## src/rtl/mem_access_unit.sv

```systemverilog
// mem_access_unit: memory-stage sequencer. Accepts one op from the pipeline,
// issues a data-bus request built from the helper's pre-aligned fields, and
// returns the load result to writeback after sign/zero extension.
module mem_access_unit #(
   parameter int unsigned BUS_LATENCY_MAX = 32'd0
) (
   input  logic        clk,
   input  logic        reset,
   input  logic        in_valid,
   output logic        in_ready,
   input  logic [63:0] in_addr,
   input  logic [3:0]  in_mode,
   input  logic [63:0] hlp_addr,
   input  logic [2:0]  hlp_size,
   input  logic [7:0]  hlp_strobe,
   input  logic [63:0] hlp_data,
   output logic        dbus_valid,
   output logic [63:0] dbus_addr,
   output logic [2:0]  dbus_size,
   output logic [7:0]  dbus_strobe,
   output logic [63:0] dbus_data,
   input  logic        dbus_data_ok,
   input  logic [63:0] dbus_rdata,
   output logic        out_valid,
   input  logic        out_ready,
   output logic [63:0] out_data,
   output logic        out_misalign,
   output logic        out_err
);

   typedef enum logic [1:0] {
      ST_IDLE = 2'd0,
      ST_BUS  = 2'd1,
      ST_DONE = 2'd2
   } state_e;

   state_e      state_q, state_d;
   logic        in_ready_q, in_ready_d;
   logic [3:0]  mode_q, mode_d;
   logic [2:0]  off_q, off_d;
   logic        dbus_valid_q, dbus_valid_d;
   logic [63:0] dbus_addr_q, dbus_addr_d;
   logic [2:0]  dbus_size_q, dbus_size_d;
   logic [7:0]  dbus_strobe_q, dbus_strobe_d;
   logic [63:0] dbus_data_q, dbus_data_d;
   logic        out_valid_q, out_valid_d;
   logic [63:0] out_data_q, out_data_d;
   logic        out_misalign_q, out_misalign_d;
   logic        out_err_q, out_err_d;
   logic [31:0] wdog_q, wdog_d;

   // True for the load/store encodings; everything else bypasses the bus.
   function automatic logic is_mem(input logic [3:0] m);
      logic r;
      case (m)
         4'b0000, 4'b0001, 4'b0010, 4'b0011,
         4'b0100, 4'b0101, 4'b0110,
         4'b1000, 4'b1001, 4'b1010, 4'b1011: r = 1'b1;
         default:                            r = 1'b0;
      endcase
      return r;
   endfunction

   // Access width is encoded in mode[1:0] for every memory encoding.
   function automatic logic is_misaligned(input logic [3:0] m, input logic [2:0] o);
      logic r;
      case (m[1:0])
         2'b01:   r = (o[0] != 1'b0);
         2'b10:   r = (o[1:0] != 2'b00);
         2'b11:   r = (o != 3'b000);
         default: r = 1'b0;
      endcase
      return r;
   endfunction

   // Shift the addressed lane down to bit 0, then extend by access type.
   function automatic logic [63:0] extract(input logic [3:0] m, input logic [2:0] o,
                                           input logic [63:0] rd);
      logic [63:0] sh;
      logic [63:0] r;
      sh = rd >> {o, 3'b000};
      case (m)
         4'b0000: r = {{56{sh[7]}},  sh[7:0]};
         4'b0001: r = {{48{sh[15]}}, sh[15:0]};
         4'b0010: r = {{32{sh[31]}}, sh[31:0]};
         4'b0011: r = sh;
         4'b0100: r = {56'd0, sh[7:0]};
         4'b0101: r = {48'd0, sh[15:0]};
         4'b0110: r = {32'd0, sh[31:0]};
         default: r = 64'd0;
      endcase
      return r;
   endfunction

   // Next-state and next-output computation for the IDLE/BUS/DONE sequencer.
   always_comb begin
      state_d        = state_q;
      in_ready_d     = in_ready_q;
      mode_d         = mode_q;
      off_d          = off_q;
      dbus_valid_d   = dbus_valid_q;
      dbus_addr_d    = dbus_addr_q;
      dbus_size_d    = dbus_size_q;
      dbus_strobe_d  = dbus_strobe_q;
      dbus_data_d    = dbus_data_q;
      out_valid_d    = out_valid_q;
      out_data_d     = out_data_q;
      out_misalign_d = out_misalign_q;
      out_err_d      = out_err_q;
      wdog_d         = wdog_q;

      case (state_q)
         ST_IDLE: begin
            if (in_valid) begin
               mode_d     = in_mode;
               off_d      = in_addr[2:0];
               in_ready_d = 1'b0;
               wdog_d     = 32'd0;
               if (is_mem(in_mode) && !is_misaligned(in_mode, in_addr[2:0])) begin
                  state_d       = ST_BUS;
                  dbus_valid_d  = 1'b1;
                  dbus_addr_d   = hlp_addr;
                  dbus_size_d   = hlp_size;
                  // Loads are reads: the strobe must be zero regardless of helper.
                  dbus_strobe_d = in_mode[3] ? hlp_strobe : 8'h00;
                  dbus_data_d   = hlp_data;
               end else begin
                  state_d        = ST_DONE;
                  out_valid_d    = 1'b1;
                  out_misalign_d = is_mem(in_mode);
                  out_err_d      = 1'b0;
                  out_data_d     = is_mem(in_mode) ? 64'd0 : in_addr;
               end
            end else begin
               in_ready_d = 1'b1;
            end
         end
         ST_BUS: begin
            if (dbus_data_ok) begin
               state_d        = ST_DONE;
               dbus_valid_d   = 1'b0;
               dbus_addr_d    = 64'd0;
               dbus_size_d    = 3'd0;
               dbus_strobe_d  = 8'h00;
               dbus_data_d    = 64'd0;
               out_valid_d    = 1'b1;
               out_misalign_d = 1'b0;
               out_err_d      = 1'b0;
               out_data_d     = mode_q[3] ? 64'd0 : extract(mode_q, off_q, dbus_rdata);
            end else if ((BUS_LATENCY_MAX != 32'd0) && ((wdog_q + 32'd1) == BUS_LATENCY_MAX)) begin
               state_d        = ST_DONE;
               dbus_valid_d   = 1'b0;
               dbus_addr_d    = 64'd0;
               dbus_size_d    = 3'd0;
               dbus_strobe_d  = 8'h00;
               dbus_data_d    = 64'd0;
               out_valid_d    = 1'b1;
               out_misalign_d = 1'b0;
               out_err_d      = 1'b1;
               out_data_d     = 64'd0;
               wdog_d         = wdog_q + 32'd1;
            end else begin
               wdog_d = wdog_q + 32'd1;
            end
         end
         ST_DONE: begin
            // in_ready stays low here so a new op waits for the next IDLE cycle.
            if (out_ready) begin
               state_d        = ST_IDLE;
               in_ready_d     = 1'b1;
               out_valid_d    = 1'b0;
               out_data_d     = 64'd0;
               out_misalign_d = 1'b0;
               out_err_d      = 1'b0;
               wdog_d         = 32'd0;
            end else begin
               state_d = ST_DONE;
            end
         end
         default: begin
            state_d        = ST_IDLE;
            in_ready_d     = 1'b1;
            dbus_valid_d   = 1'b0;
            out_valid_d    = 1'b0;
            out_data_d     = 64'd0;
            out_misalign_d = 1'b0;
            out_err_d      = 1'b0;
            wdog_d         = 32'd0;
         end
      endcase
   end

   // State and registered-output flops; reset drops any in-flight request or result.
   always_ff @(posedge clk) begin
      if (reset) begin
         state_q        <= ST_IDLE;
         in_ready_q     <= 1'b1;
         mode_q         <= 4'd0;
         off_q          <= 3'd0;
         dbus_valid_q   <= 1'b0;
         dbus_addr_q    <= 64'd0;
         dbus_size_q    <= 3'd0;
         dbus_strobe_q  <= 8'h00;
         dbus_data_q    <= 64'd0;
         out_valid_q    <= 1'b0;
         out_data_q     <= 64'd0;
         out_misalign_q <= 1'b0;
         out_err_q      <= 1'b0;
         wdog_q         <= 32'd0;
      end else begin
         state_q        <= state_d;
         in_ready_q     <= in_ready_d;
         mode_q         <= mode_d;
         off_q          <= off_d;
         dbus_valid_q   <= dbus_valid_d;
         dbus_addr_q    <= dbus_addr_d;
         dbus_size_q    <= dbus_size_d;
         dbus_strobe_q  <= dbus_strobe_d;
         dbus_data_q    <= dbus_data_d;
         out_valid_q    <= out_valid_d;
         out_data_q     <= out_data_d;
         out_misalign_q <= out_misalign_d;
         out_err_q      <= out_err_d;
         wdog_q         <= wdog_d;
      end
   end

   assign in_ready     = in_ready_q;
   assign dbus_valid   = dbus_valid_q;
   assign dbus_addr    = dbus_addr_q;
   assign dbus_size    = dbus_size_q;
   assign dbus_strobe  = dbus_strobe_q;
   assign dbus_data    = dbus_data_q;
   assign out_valid    = out_valid_q;
   assign out_data     = out_data_q;
   assign out_misalign = out_misalign_q;
   assign out_err      = out_err_q;

endmodule
```

## config.mk

```make
export PLATFORM = sky130hd
export DESIGN_NAME = mem_access_unit
export DESIGN_NICKNAME = d
export VERILOG_FILES = /design/src/rtl/mem_access_unit.sv
export SDC_FILE = /design/constraint.sdc
export NUM_CORES = 1
export LEC_CHECK = 0
export BUFFER_PORTS_ARGS = -buffer_cell sky130_fd_sc_hd__buf_2
export CAP_MARGIN = 20
export CORE_AREA = 2 2 190 192
export DETAILED_ROUTE_END_ITERATION = 16
export DIE_AREA = 0 0 192 194
export SLEW_MARGIN = 30
export SYNTH_ARGS = -nofsm -noshare
export SYNTH_HDL_FRONTEND = slang
export SYNTH_SLANG_ARGS = --single-unit
```

## constraint.sdc

```tcl
create_clock -name clk -period 2.58 [get_ports clk]
set_input_delay 0.387 -clock clk [delete_from_list [all_inputs] [get_ports clk]]
set_output_delay 0.387 -clock clk [all_outputs]
set_load 0.05 [all_outputs]
```

**Yosys cells after proc, flatten, opt, wreduce, memory -nomap -nowiden**

Memory sizes are Yosys's and may differ from the RTL's.
Index checks and enable logic that the tools add are counted.

- Register bits after elaboration: 217
- Latch bits: 0
- Bits in writable memories: 0
- Bits in read-only memories: 48
- Input port bits: 276
- Output and inout port bits: 208
- Logic and storage cells: 103
- Memories kept: 3

Memory list:

| name | depth | width | read ports | clocked after memory_dff | write ports | line | source |
|---|---|---|---|---|---|---|---|
| (name not given) | 16 | 1 | 1 | 0 | 0 | 55 | `case (m)` |
| (name not given) | 16 | 1 | 1 | 0 | 0 | 55 |  |
| (name not given) | 16 | 1 | 1 | 0 | 0 | 55 |  |

- Add/subtract/negate cells: 0
- Multiply operators: 0
- Div/mod/pow operators: 0
- $lt $le $gt $ge: 0
- Equality and inequality tests: 16
- Shifts and indexed selects: 1
- Mux-type cells: 55
- Bitwise operators: 2
- Reduce and logical (&&, ||, !) cells: 13

Operators with widths:

| kind | count |
|---|---|
| 64-bit 2-to-1 mux | 11 |
| 64-bit one-hot mux with 7 select lines | 1 |
| 64-bit one-hot mux with 2 select lines | 2 |
| 64-bit one-hot mux with 3 select lines | 1 |
| 64-bit by 6-bit >> shifter with 64-bit output | 1 |
| 8-bit 2-to-1 mux | 4 |
| 1-bit 2-to-1 mux | 20 |
| 1-bit one-hot mux with 3 select lines | 6 |
| 8-bit one-hot mux with 2 select lines | 1 |
| 4-bit by 3-bit equality test with 1-bit output, second input constant | 3 |
| 4-bit AND reduction | 3 |
| 2-bit != test, second input constant | 5 |
| 3-bit 2-to-1 mux | 3 |
| 4-bit by 2-bit equality test with 1-bit output, second input constant | 2 |
| 2-bit 2-to-1 mux | 4 |
| 2-bit equality test, second input constant | 3 |
| 2-bit one-hot mux with 3 select lines | 1 |
| 3-bit one-hot mux with 2 select lines | 1 |
| 2-bit AND reduction | 3 |
| 2-bit by 1-bit equality test with 1-bit output, second input constant | 2 |
| 4-bit by 1-bit equality test with 1-bit output, second input constant | 1 |
| 4-bit logical NOT | 1 |
| 2-bit nonzero test | 2 |
| 3-bit nonzero test | 1 |
| other kinds (4) | 5 |

**Logic depth before layout (Yosys ltp)**

Gate-level depths: netlist of the first run.

- Depth after elaboration: 13
- Depth in mapped cells: 9
- Mapped depth without buffers: 6

**Worst setup path after synthesis of the first run**

Ideal clock, no wire load.

- Path type: register -> register
- Start point: register off_q[1]
- End point: register out_data_q[36] (netlist: out_data[36])
- Library setup time: 132 ps
- Arrival: 1756 ps
- Required time: 2448 ps
- Slack: 692 ps
- Cell stages (with the launch flop): 9
- Path buffers: 2
- Period minus slack after synthesis: 1888 ps
- Cell sequence: dfxtp_1 > buf_6 > mux2_2 > nor2_1 > a211oi_2 > a22o_4 > buf_2 > o31ai_1 > a21oi_1

- Cells in the longest elaborated chain, start to end: 5

Ends and longest elaborated chain:

| what | line | source |
|---|---|---|
| start: declaration | 40 | `logic [2:0] off_q, off_d;` |
| start signal: assignment | 199 | `off_q <= 3'd0;` |
| start signal: assignment | 214 | `off_q <= off_d;` |
| 64-bit by 6-bit >> shifter with 64-bit output | 81 | `sh = rd >> {o, 3'b000};` |
| 64-bit one-hot mux with 7 select lines | 82 | `case (m)` |
| 64-bit 2-to-1 mux | 149 | `out_data_d = mode_q[3] ? 64'd0 : extract(mode_q, off_q, dbus_rdata);` |
| 64-bit 2-to-1 mux | 139 | `if (dbus_data_ok) begin` |
| 64-bit one-hot mux with 3 select lines | 112 | `case (state_q)` |
| end signal: assignment | 221 | `out_data_q <= out_data_d;` |
| end: declaration | 47 | `logic [63:0] out_data_q, out_data_d;` |

Every way passes these cells. The select of a mux whose other input is x is not followed.
A chain may end at the register's enable or synchronous reset.

**Final worst setup path of the first run**

- Start point: register off_q[1]
- End point: register out_data_q[17] (netlist: out_data[17])

Same word-level chain as after synthesis.

==> results.yml, run 1 <==
power_and_ir_drop:
  pwr-share-seq: 0.363
  power_uw: 10300
  leakagePower_uw: 0.00631
  pwr-share-clk: 0.368
  p_int_uw: 6780
  peakVddDrop_uv: 560
  pwr-share-comb: 0.269
  p_sw_uw: 3560
  power.density_nw_per_um2: 751
  switching_share: 0.344
job:
  max-cap-violations: 0
place:
  portBuffers: 482
  dp_cells: 1925
  place.gp.congestion: 0.948
  dpl-instance-area_um2: 12800
  dpl.hpwl_mm: 30.5
yosys:
  ys_types: 64
  postSynthCellCount: 1019
  synth_nets: 1295
  synth_edf_count: 0
  yosys.area.top_type: "dfxtp_1"
  yosys.area.top_type_share: 0.442
  ys_ff_latch: 216
  synth-warning-count: 0
  ys.flop_type: "dfxtp_1"
  ys_seq_area_frac: 0.442
  synth_area_per_cell_um2: 9.61
  yosys-top-cells-area: "dfxtp_1, a22o_1, mux2i_1, a21oi_1, nand2_1"
  netlist_area_um2: 9790
  ys_async_sr_fraction: 0
setup_path:
  r2r_end: "out_data[17]$_SDFFE_PP0P_"
  crit_family: "compound AO/OA/AOI/OAI gates"
  endpoint_kind: "register"
  critPathArrivalTime_ns: 2.75
  cp_common_cell: "o21ai_0"
  endpoint: "out_data[17]$_SDFFE_PP0P_"
  reg2reg_depth: 7
  crit_path_start_kind: "register"
  worst-path-stages: 7
  slowest_delay_ns: 0.45
  reg2reg_from: "off_q[1]$_SDFFE_PP0P_"
  cp.buffers_inverters: 2
  worst-path-max-fanout: 49
  crit_start: "off_q[1]$_SDFFE_PP0P_"
  critPathKind: "reg -> reg"
  crit_chain: "buf_12 -> buf_4 -> mux2i_1 -> o21ai_0 -> a221o_1 -> o21ai_0 -> a21oi_1"
  r2r_slack_ns: 0.22
  slowest_stage: "dfxtp_2"
  required_ns: 2.97
worst_hold_path:
  hp-class: "in -> reg"
clock_network:
  cts_root_buffer: "clkbuf_16"
  clock_latency_ns: 0.54
  post_cts_buffers: 0
  ctsResizeCount: 0
  htreeDepth: 1
  cts_hold_buf: 0
  tritoncts: "built"
  cts_buffers: 25
  clock-sinks: 216
  path_clk_slew_ns: 0.06
  clock_path_buffers: 3
cells_and_area:
  final_core_util: 0.391
  fillers: 3539
  fin_cells: 1975
  nets: 1768
  final_common_cell: "buf_2"
  drive_above_1_share: 0.429
  final_cell_mix: "buf_2, dfxtp_1, a22o_1"
  syn_to_final_growth_pct: 40.7
  fin_area_um2: 13800
floorplan:
  core-area_um2: 35200
  initial_core_util: 0.278
  die_h_um: 194
  ios: 484
  rows: 69
  die_w_um: 192
  die_area_um2: 37200
route:
  drc: 0
  routed_via_density: 5.22
  wl_per_cell_um: 20.1
  dr_total_vias: 10300
  totalWireLength_mm: 39.7
  drt_iter0_markers: 798
  drtAntennaViolNets: 0
  first_pass_iters: 5
grt:
  grt_pass1_wl_mm: 57.2
  grt_pass1_vias: 9522
  antenna_found_initial: 5
  grtUsageTotal: 0.198
  grt_max_degree: 67
  gr-total-overflow: 0
timing:
  fin_crit_ns: 2.36
  slew_headroom: 0.481
  finalHoldViolCount: 0
  tightestPinTransition_ns: 0.771
  setup_viol: 0
  tns_ns: 0
  rsz0062_at_grt: "no"
  fin_crit_sh: 0.913
  fin_skew_ns: 0.00948
  drv_slew: 0
  max_freq_ghz: 0.424
status:
  status: "complete, no violations"
## worst min path at each step
stage | start | endpoint | slack (ns) | cells past startpoint
after floorplan | mode_q[1]$_SDFFE_PP0P_ | mode_q[1]$_SDFFE_PP0P_ | 0.50 | 2
after global placement | out_data[17]$_SDFFE_PP0P_ | out_data[17]$_SDFFE_PP0P_ | 0.44 | 2
after detailed placement | out_data[33]$_SDFFE_PP0P_ | out_data[33]$_SDFFE_PP0P_ | 0.45 | 2
after CTS | hlp_addr[39] | dbus_addr[39]$_SDFFE_PP0P_ | 0.02 | 2
after global routing | hlp_data[15] | dbus_data[15]$_SDFFE_PP0P_ | 0.04 | 2
final | hlp_addr[26] | dbus_addr[26]$_SDFFE_PP0P_ | 0.06 | 2
## power groups by stage
stage | Sequential (uW) | Combinational, uW | Clock [uW]
6_report | 3750 | 2780 | 3810
3_5_place_dp | 3820 | 2740 | 0
3_3_place_gp | 3820 | 2720 | 0
4_1_cts | 3750 | 2750 | 3910
5_1_grt | 3780 | 2930 | 4030
2_1_floorplan | 4580 | 1080 | 0
## logic make-up after synthesis
group	share of synthesized area
compound gates	0.286
simple gates	0.129
flops	0.442
buf+inv	0.0491
mux	0.0939
other cells	0.000383
## synth_stat cells, drive strengths merged (3+ instances only)
library cell and n:
a222oi 7, o2bb2ai 4, a221o 5, a2111oi 7, a211o 7, nand2 97, nor4 9, a22oi 16
and2 6, buf 60, mux2i 42, nand3 19, a32oi 4, a211oi 27, a32o 12, o21ai 35
and3 4, nor3 15, a22o 135, nor2 83, or2 3, a21oi 72, nor2b 5, o31ai 12
mux2 20, clkbuf 33, a31oi 6, mux4 12, nand2b 21, dfxtp 216
## per-stage QoR
step | setup slack, ns | hold WS (ns)
after floorplan | 0.692 | 0.502
after global placement | 0.161 | 0.440
after detailed placement | 0.129 | 0.447
after CTS | 0.282 | 0.0236
after global routing | 0.0959 | 0.0368
final | 0.223 | 0.0610
## flip-flops by register name, summed over array words and instances, names as in the netlist
signal,cells
mode_q,4
dbus_valid,1
out_data,64
dbus_strobe,8
dbus_size,3
off_q,3
dbus_data,64
in_ready,1
out_valid,1
state_q,2
dbus_addr,64
out_misalign,1
## final cells by class
type / count / area [um^2] / area share
antenna: 3 / 7.51 / 0.000545
clock buffer: 30 / 684 / 0.0497
clock inverter: 16 / 201 / 0.0146
inverter: 2 / 7.51 / 0.000545
multi-input combinational: 708 / 5010 / 0.364
sequential: 216 / 4330 / 0.314
tap: 461 / 577 / 0.0419
timing repair buffer: 539 / 2960 / 0.215
## routing by layer
layer  up-vias  global-route usage  wire length (um)
met4         2              0.0749              1470
met3        77              0.0418              3620
met2       548               0.331             18700
met1      4879               0.248             15800
met5         -                   0                15
li1       4809                   -                 -
Power figures use the tool's default switching activity.
==> inputs of run 2 (changes only) <==
--- a/config.mk
+++ b/config.mk
@@ -7,9 +7,9 @@
 export LEC_CHECK = 0
 export BUFFER_PORTS_ARGS = -buffer_cell sky130_fd_sc_hd__buf_2
 export CAP_MARGIN = 20
-export CORE_AREA = 2 2 190 192
+export CORE_MARGIN = 8
+export CORE_UTILIZATION = 30
 export DETAILED_ROUTE_END_ITERATION = 16
-export DIE_AREA = 0 0 192 194
 export SLEW_MARGIN = 30
 export SYNTH_ARGS = -nofsm -noshare
 export SYNTH_HDL_FRONTEND = slang
==> constraint.sdc (replaced) <==
create_clock -name clk -period 2.58 [get_ports clk]
set_input_delay 0.387 -clock clk [delete_from_list [all_inputs] [get_ports clk]]
set_output_delay 0.387 -clock clk [all_outputs]
set_load 0.02 [all_outputs]
==> results.yml, run 2 (synthesis gave the netlist of run 1 again) <==
status:
  status: "complete, no violations"
floorplan:
  die_h_um: 197
  die_area_um2: 38700
  initial_core_util: 0.302
  rows: 66
  core-area_um2: 32400
  die_w_um: 197
  ios: 484
timing:
  tns_ns: 0
  setup_viol: 0
  max_freq_ghz: 0.430
  fin_skew_ns: 0.0203
  fin_crit_sh: 0.901
  tightestPinTransition_ns: 0.917
  drv_slew: 0
  finalHoldViolCount: 0
  fin_crit_ns: 2.32
  slew_headroom: 0.387
  rsz0062_at_grt: "no"
clock_network:
  clock-sinks: 216
  ctsResizeCount: 0
  clock_latency_ns: 0.54
  cts_buffers: 24
  post_cts_buffers: 0
  clock_path_buffers: 3
  path_clk_slew_ns: 0.06
  tritoncts: "built"
  cts_root_buffer: "clkbuf_16"
  cts_hold_buf: 0
  htreeDepth: 1
cells_and_area:
  fillers: 3266
  drive_above_1_share: 0.421
  multi_input_area_um2: 5010
  syn_to_final_growth_pct: 38.1
  final_cell_mix: "buf_2, dfxtp_1, a22o_1"
  fin_area_um2: 13500
  final_common_cell: "buf_2"
  nets: 1751
  seq_area_um2: 4330
setup_path:
  reg2reg_from: "off_q[1]$_SDFFE_PP0P_"
  critPathArrivalTime_ns: 2.71
  crit_chain: "buf_12 -> mux2i_1 -> mux4_2 -> o21ai_0 -> o21ai_0 -> a21oi_1"
  cp.buffers_inverters: 1
  slowest_delay_ns: 0.55
  endpoint_kind: "register"
  crit_path_start_kind: "register"
  crit_family: "multiplexers"
  worst-path-max-fanout: 48
  critPathKind: "reg -> reg"
  crit_start: "off_q[1]$_SDFFE_PP0P_"
  required_ns: 2.96
  cp_common_cell: "o21ai_0"
  slowest_stage: "mux2i_1"
grt:
  gr-total-overflow: 0
  grt_pass1_vias: 9997
  antenna_found_initial: 7
  grt_pass1_wl_mm: 62.7
  grt_max_degree: 63
  grtUsageTotal: 0.204
job:
  max-cap-violations: 0
power_and_ir_drop:
  leakagePower_uw: 0.00618
  pwr-share-clk: 0.363
  peakVddDrop_uv: 393
  pwr-share-seq: 0.398
  power.density_nw_per_um2: 695
  pwr-share-comb: 0.238
  p_int_uw: 6410
  p_sw_uw: 2980
  switching_share: 0.317
route:
  drt_iter0_markers: 740
  dr_total_vias: 10200
  drc: 0
  first_pass_iters: 7
  wl_per_cell_um: 22.0
  drtAntennaViolNets: 0
  routed_via_density: 5.25
  totalWireLength_mm: 42.6
place:
  dpl-instance-area_um2: 12700
  dpl.hpwl_mm: 33.3
  place.gp.congestion: 0.957
  portBuffers: 482
worst_hold_path:
  hold_start: "hlp_data[26]"
  hp-class: "in -> reg"
[run 2: routing by layer]
layer | routed length (um) | track usage | share of wire
met1 | 17400 | 0.256 | 0.41
met2 | 20400 | 0.347 | 0.48
met3 | 3690 | 0.0507 | 0.087
met4 | 1020 | 0.0543 | 0.024
met5 | 55 | 0 | 0.0013
[run 2: metrics by stage]
step                worst slack (ns)  hold slack (ns)  utilization  total power (uW)  std cells
finish                         0.256           0.0659        0.418              9390       1937
global route                   0.146           0.0436        0.417              9810       1936
CTS                            0.331           0.0398        0.417              9470       1933
detailed placement            0.0702            0.447        0.393              6030       1891
global placement               0.103            0.442        0.393              6000       1891
floorplan                      0.692            0.502            -              5140       1019
[run 2: power groups by stage]
stage	registers, uW	clock network, uW	logic, uW
after floorplan	4060	0	1080
after global placement	3810	0	2200
after detailed placement	3810	0	2220
after CTS	3740	3510	2230
after global routing	3770	3650	2390
final	3740	3410	2240
[run 2: worst paths after layout]
path	end	slack (ns)	cells past startpoint
worst max-delay path	out_data[14]$_SDFFE_PP0P_	0.26	6
worst min-delay path	dbus_data[26]$_SDFFE_PP0P_	0.07	2
worst max register to register	out_data[14]$_SDFFE_PP0P_	0.26	6
worst min register to register	out_data[35]$_SDFFE_PP0P_	0.45	2
[run 2: final cells by class]
cell class,count,area share
inverters,2,0.000555
flip-flops and latches,216,0.320
well taps,442,0.0409
clock inverters,10,0.00704
clock buffers,32,0.0504
multi-input cells,708,0.371
diodes,4,0.000741
repair buffers,523,0.210
[run 2: worst reg2reg max path: cells and delay by family (launching register included)]
kind	cells	cell delay, ns
AO/OA/AOI/OAI	3	0.49
buffers and inverters	1	0.30
flip-flops	1	0.45
multiplexers	2	0.95
